[config.mk]
export PLATFORM = sky130hd
export DESIGN_NAME = serial_deserializer
export DESIGN_NICKNAME = d
export VERILOG_FILES = /design/src/rtl/serial_deserializer.sv
export SDC_FILE = /design/constraint.sdc
export NUM_CORES = 1
export LEC_CHECK = 0
export BUFFER_PORTS_ARGS = -buffer_cell sky130_fd_sc_hd__buf_2
export CAP_MARGIN = 10
export CORE_UTILIZATION = 47
export DETAILED_ROUTE_END_ITERATION = 8
export GPL_TIMING_DRIVEN = 0
export PLACE_DENSITY = 0.71
export SLEW_MARGIN = 25
export SYNTH_ARGS = -nofsm -noshare
export SYNTH_HDL_FRONTEND = slang
export SYNTH_SLANG_ARGS = --single-unit
export TNS_END_PERCENT = 30
[constraint.sdc]
create_clock -name clk -period 1.85 [get_ports clk]
set_input_delay 0.2775 -clock clk [delete_from_list [all_inputs] [get_ports clk]]
set_output_delay 0.2775 -clock clk [all_outputs]
set_load 0.02 [all_outputs]
[src/rtl/serial_deserializer.sv]
// serial_deserializer
// Collects a strobed serial bit stream into SIZE-bit words. Each frame begins
// with a frame_start-marked bit. A completed word is handed to a valid/ready
// consumer through a holding register, so the next frame can be received while
// the previous word is still waiting. If a word completes while the previous
// one has not been taken, the new word is dropped and the sticky overrun flag
// is raised.
// Optional build macro: DESER_PARITY_EN adds one even-parity bit per frame,
// a PARITY state and the parity_error output.
module serial_deserializer #(
    parameter int SIZE      = 8,
    parameter int MSB_FIRST = 1
) (
    input  logic            clk,
    input  logic            reset_n,
    input  logic            serial_in,
    input  logic            serial_en,
    input  logic            frame_start,
    input  logic            data_ready,
    input  logic            overrun_clr,
    output logic [SIZE-1:0] data_out,
    output logic            data_valid,
    output logic            busy,
`ifdef DESER_PARITY_EN
    output logic            parity_error,
`endif
    output logic            overrun
);

    localparam int CW = $clog2(SIZE + 1);

    localparam logic [1:0] IDLE   = 2'b00;
    localparam logic [1:0] SHIFT  = 2'b01;
`ifdef DESER_PARITY_EN
    localparam logic [1:0] PARITY = 2'b10;
`endif

    // Even parity over a data word (XOR of all bits).
    function automatic logic calc_parity(input logic [SIZE-1:0] word);
        return ^word;
    endfunction

    logic [1:0]      state_r;
    logic [1:0]      state_nxt_s;
    logic [CW-1:0]   cnt_r;
    logic [CW-1:0]   cnt_nxt_s;
    logic [SIZE-1:0] sr_r;
    logic [SIZE-1:0] sr_nxt_s;
    logic [SIZE-1:0] shifted_s;
    logic [SIZE-1:0] first_s;
    logic [SIZE-1:0] word_s;
    logic            deliver_s;
    logic            drop_s;
    logic [SIZE-1:0] data_out_r;
    logic            data_valid_r;
    logic            busy_r;
    logic            overrun_r;
`ifdef DESER_PARITY_EN
    logic            perr_s;
    logic            perr_r;
`endif

    // Bit insertion: MSB-first shifts left so the first bit ends at SIZE-1,
    // LSB-first shifts right so the first bit ends at bit 0.
    always_comb begin
        if (MSB_FIRST != 0) begin
            shifted_s = {sr_r[SIZE-2:0], serial_in};
            first_s   = {{(SIZE-1){1'b0}}, serial_in};
        end else begin
            shifted_s = {serial_in, sr_r[SIZE-1:1]};
            first_s   = {serial_in, {(SIZE-1){1'b0}}};
        end
    end

    // Frame FSM next-state, bit counter, shift register and delivery decision.
    always_comb begin
        state_nxt_s = state_r;
        cnt_nxt_s   = cnt_r;
        sr_nxt_s    = sr_r;
        word_s      = sr_r;
        deliver_s   = 1'b0;
`ifdef DESER_PARITY_EN
        perr_s      = 1'b0;
`endif
        if (serial_en) begin
            if (frame_start) begin
                // A marked bit always (re)starts a frame; any partial word is lost.
                sr_nxt_s    = first_s;
                cnt_nxt_s   = CW'(1);
                state_nxt_s = SHIFT;
            end else begin
                case (state_r)
                    IDLE: begin
                        state_nxt_s = IDLE;
                    end
                    SHIFT: begin
                        sr_nxt_s = shifted_s;
                        if (cnt_r == CW'(SIZE - 1)) begin
`ifdef DESER_PARITY_EN
                            cnt_nxt_s   = CW'(SIZE);
                            state_nxt_s = PARITY;
`else
                            word_s      = shifted_s;
                            deliver_s   = 1'b1;
                            cnt_nxt_s   = '0;
                            state_nxt_s = IDLE;
`endif
                        end else begin
                            cnt_nxt_s = cnt_r + CW'(1);
                        end
                    end
`ifdef DESER_PARITY_EN
                    PARITY: begin
                        word_s      = sr_r;
                        perr_s      = calc_parity(sr_r) ^ serial_in;
                        deliver_s   = 1'b1;
                        cnt_nxt_s   = '0;
                        state_nxt_s = IDLE;
                    end
`endif
                    default: begin
                        cnt_nxt_s   = '0;
                        state_nxt_s = IDLE;
                    end
                endcase
            end
        end else begin
            state_nxt_s = state_r;
        end
        // A delivery is dropped only if the held word is not being taken now.
        drop_s = deliver_s & data_valid_r & ~data_ready;
    end

    // Receive-side state: FSM, bit count, shift register, busy flag.
    always_ff @(posedge clk or negedge reset_n) begin
        if (!reset_n) begin
            state_r <= IDLE;
            cnt_r   <= '0;
            sr_r    <= '0;
            busy_r  <= 1'b0;
        end else begin
            state_r <= state_nxt_s;
            cnt_r   <= cnt_nxt_s;
            sr_r    <= sr_nxt_s;
            busy_r  <= (state_nxt_s != IDLE);
        end
    end

    // Output holding register with valid/ready handshake.
    always_ff @(posedge clk or negedge reset_n) begin
        if (!reset_n) begin
            data_out_r   <= '0;
            data_valid_r <= 1'b0;
`ifdef DESER_PARITY_EN
            perr_r       <= 1'b0;
`endif
        end else if (deliver_s && !drop_s) begin
            data_out_r   <= word_s;
            data_valid_r <= 1'b1;
`ifdef DESER_PARITY_EN
            perr_r       <= perr_s;
`endif
        end else if (data_valid_r && data_ready) begin
            data_valid_r <= 1'b0;
        end else begin
            data_valid_r <= data_valid_r;
        end
    end

    // Sticky overrun flag; a new drop wins over a simultaneous clear.
    always_ff @(posedge clk or negedge reset_n) begin
        if (!reset_n) begin
            overrun_r <= 1'b0;
        end else if (drop_s) begin
            overrun_r <= 1'b1;
        end else if (overrun_clr) begin
            overrun_r <= 1'b0;
        end else begin
            overrun_r <= overrun_r;
        end
    end

    assign data_out   = data_out_r;
    assign data_valid = data_valid_r;
    assign busy       = busy_r;
    assign overrun    = overrun_r;
`ifdef DESER_PARITY_EN
    assign parity_error = perr_r;
`endif

endmodule

[Word-level counts from Yosys, hierarchy flattened]
Cells that the tools add are included.
Storage, ports and cells
  memory bits (writable): 0
  logic and storage cells: 45
  bits in read-only memories: 0
  memories: 0
  register bits after elaboration: 25
  input bits: 7
  latch bits: 0
  output and inout port bits: 11
Cells by class
  reductions and logical operators: 10
  shift operators: 0
  equal/unequal tests: 3
  multiply operators: 0
  order comparisons: 0
  add/subtract/negate cells: 1
  bitwise logic cells: 3
  mux-type cells: 21
  divide/modulo/power cells: 0
Operators by type and width (count)
  $mux 8: 6
  $mux 1: 8
  $mux 2: 4
  $mux 4: 2
  $pmux 4 s2: 1
  $reduce_bool 2->1: 4
  $add 4x1->4 const B: 1
  $eq 4x3->1 const B: 1
  $reduce_and 2->1: 2
  $and 1x1->1: 2
  $eq 2x1->1 const B: 1
  $logic_and 1x1->1: 2
  $logic_not 2->1: 1
  $ne 2x2->1 const B: 1
  $logic_not 1->1: 1
  $not 1->1: 1

[Longest topological paths before layout]
  depth in word-level cells: 10
  depth in mapped cells: 5
  mapped depth without buffers: 4

[Worst setup path before layout]
No wires, ideal clock.
  path kind: register -> register
  from: register cnt_r[0]
  to: register data_out_r[0], in the netlist data_out[0]
  required time: 1.725 ns
  data arrival time: 1.297 ns
  cell stages (with the launch flop): 5
  path slack: 0.428 ns
  library setup time: 0.125 ns
  buffers on the path: 0
  period minus slack after synthesis: 1.422 ns
  cells stage by stage: dfrtp_1 > ha_1 > and3b_1 > nand3_4 > mux2_2
On the way
  word-level cells in the longest chain between the ends: 9
RTL lines
  start, declared: RTL line 45  | logic [CW-1:0] cnt_r;
  start signal, assigned: RTL line 143  | cnt_r <= cnt_nxt_s;
  $eq 4x3->1 *: RTL line 98  | if (cnt_r == CW'(SIZE - 1)) begin
  $mux 1: RTL line 98
  $mux 1: RTL line 92  | case (state_r)
  $mux 1: RTL line 86  | if (frame_start) begin
  $mux 1: RTL line 85  | if (serial_en) begin
  $and 1x1->1 (2 in series): RTL line 131  | drop_s = deliver_s & data_valid_r & ~data_ready;
  $logic_not 1->1: RTL line 157  | end else if (deliver_s && !drop_s) begin
  $logic_and 1x1->1: RTL line 157
  end signal, assigned: RTL line 158  | data_out_r <= word_s;
  end, declared: RTL line 54  | logic [SIZE-1:0] data_out_r;
Mark *: on every way between the ends. The rest lies on a longest branch, timed or not.
A chain may end at the register's enable or synchronous reset.

[Final worst setup path]
  from: register cnt_r[0]
  to: register data_out_r[1], in the netlist data_out[1]
Same word-level chain as after synthesis.

==> key figures <==
Placed design
  – GPL Wtd Cong: 0.720
  – Dpl hpwl: around 1300 um
  – PortBufs: 17
  – Placed Cells: 134

Setup path
  – Crit path max fanout: 8
  – Crit. End Element: flop
  – Worst Path Required: 2.05 ns
  – Critical path launch point type: flop
  – CP arrival: approximately 1.8 ns
  – Critical path class: flop to flop
  – Reg2Reg Depth: 4

Final layout
  – Post-route insts no fill: 139
  – Commonest non-fill, non-tap cell in the layout: dfrtp_1
  – Multi-input gate area: 417 um^2
  – Layout area overhead: 15.3%
  – Fillers: 169
  – Share of cells above drive strength 1: approximately a third
  – Layout net count: 121
  – Diode count: 0
  – Most frequent cells in the layout: 24 x dfrtp_1, 19 x buf_2, 9 x mux2_2, 9 x inv_1, 7 x o22ai_1
  – Register area: 601 um^2

Clock network
  – Maximum clock path buffer count: 2
  – Clk root buf: clkbuf_4
  – Clk_lat worst skew: 0.31 ns
  – Setup bufs post-CTS: 0
  – CTS Sinks: 24
  – Worst-path clk slew: 0.12 ns
  – CTS tree: done
  – H-tree depth: 1
  – CTS buffer count: 3

Detailed routing
  – Wirelength per Cell: 13.5 um
  – DRT Pass-1 Iters: 4
  – Post-route ant nets: 0
  – Vias per inst: 5.49
  – WL final: 1880 um
  – Via count: 763
  – Post-route DRC: 0
  – Initial DRC count: 12

GRT
  – Initial antenna violation count: 0
  – Largest net degree at the start of global routing: 25
  – Via count of the first global-routing pass: 788
  – Gr ovfl total: 0
  – First-pass GRT wire length: 3340 um
  – Total track usage: 17.4%

Floorplanning
  – Starting density of the core: 52.4%
  – Core footprint: 2060 um^2
  – Die width: 49.9 um
  – Row cnt: 16
  – Top Ports: 18
  – Die area: 2490 um^2
  – Die height: 49.9 um

Yosys
  – Syn nets: just under 100
  – Post-synthesis instance area: 1080 um^2
  – Synth warnings: 0
  – Syn Inst Count: 90
  – Synthesized area per cell: roughly 12 um^2
  – Synthesis-stage register bit count: 24
  – Post-synthesis cell type count: 28
  – Seq/Total Area, Yosys: 55.6%

Power
  – P_leak: 0.612 nW
  – Power, Total: between 1 and 1.5 mW
  – VDD IR max: ~0.00048 V
  – Power per Cell Area: 888 nW/um^2

STA
  – Clk_skew: about 0.0063 ns
  – Final Setup Violations: 0
  – Final hold vios: 0
  – RSZ-0062 raised after global routing: no
  – Max-slew headroom: 65.0%
  – Minimum clock period after layout: 1.56 ns
  – Total negative slack: 0 ns
  – Max Slew Vio Count: 0
  – Final period utilization: 84.3%
  – Max Fclk: between 600 and 700 MHz
  – Slew @ Worst Pin: 0.525 ns

Run
  – Max cap viols: 0

Outcome
  – Status: finished, final reports clean

Hold path
  – Worst min path class: primary input to flop
  – Hold depth: 2
==> synthesized netlist by cell type (all sizes together) <==
master	n	area [um^2]
a22o	2	17.5
clkbuf	3	11.3
nor3	1	5.00
mux2	9	101
or2	1	6.26
o22ai	7	43.8
a32o	1	10.0
nand2	3	11.3
a21boi	1	7.51
a211o	1	8.76
buf	3	17.5
a22oi	6	45.0
and4	1	8.76
a221o	1	10.0
and4bb	1	16.3
o31a	1	8.76
dfrtp	24	601
and3b	2	17.5
a21oi	1	5.00
nand3	1	17.5
nor2b	1	6.26
mux2i	1	10.0
ha	1	12.5
inv	9	33.8
o21ai	4	20.0
a31o	1	8.76
nand2b	3	18.8
==> power by group <==
| group | internal (mW) | switching [mW] |
|---|---|---|
| logic | 0.0981 | 0.121 |
| clock network | 0.120 | 0.148 |
| registers | 0.581 | 0.0381 |
==> cells by family after synthesis <==
group | Yosys count | synth area share (%)
AOI/OAI and AO/OA | 26 | 17.1
DFF | 24 | 55.6
buffers and inverters | 15 | 5.79
and+or+nand+nor | 14 | 9.97
muxes | 10 | 10.3
adders and majority gates | 1 | 1.16
==> per-layer routing <==
metal / track usage, % / routed length, um / up-vias
met4: 6.19 / 10 / 0
met3: 1.85 / 73 / 2
met2: 28.8 / 869 / 21
met1: 23.4 / 928 / 370
met5: 0 / 0 / -
li1: - / - / 370
==> path summary, 6_finish.rpt <==
check | start | to | slack [ns]
max reg2reg | cnt_r[0] | data_out[1] | 0.29
min in group asynchronous | reset_n | sr_r[6] | 0.46
min reg2reg | data_out[4] | data_out[4] | 0.51
min | overrun_clr | overrun | 0.15
max | cnt_r[0] | data_out[1] | 0.29
max in group asynchronous | reset_n | cnt_r[3] | 1.04
==> sequential cells by signal, indices dropped and copies added, names as in the netlist <==
| register | flops |
|---|---|
| data_out | 8 |
| busy | 1 |
| overrun | 1 |
| state_r | 2 |
| cnt_r | 4 |
| data_valid | 1 |
| sr_r | 7 |
==> stage by stage <==
step	worst slack, ns	instance area, um^2	util [%]	hold WS [ns]
floorplan	0.428	1080	-	-0.0181
global placement	0.317	1200	58.1	0.286
detailed placement	0.309	1200	58.1	0.284
CTS	0.286	1240	60.4	0.140
global route	0.159	1240	60.4	0.151
finish	0.291	1240	60.4	0.154
==> critical path, cell delays in order (launching register included) <==
cell	delay, ns
dfrtp_1	0.44
ha_1	0.26
and3b_1	0.26
nand3_4	0.14
mux2_2	0.35
==> area by class of cell <==
type,instances,share of cell area (%)
buffer,6,2.31
tap,27,2.71
multi-input combinational,51,33.5
clock buffer,4,2.91
timing repair buffer,18,7.64
inverter,9,2.71
sequential,24,48.2
==> what timing repair did <==
action,in CTS,in global routing
hold endpoints to repair,24,0
resized for setup,0,0
setup endpoints to repair,0,0
hold buffers,1,0
Power figures use the tool's default switching activity.
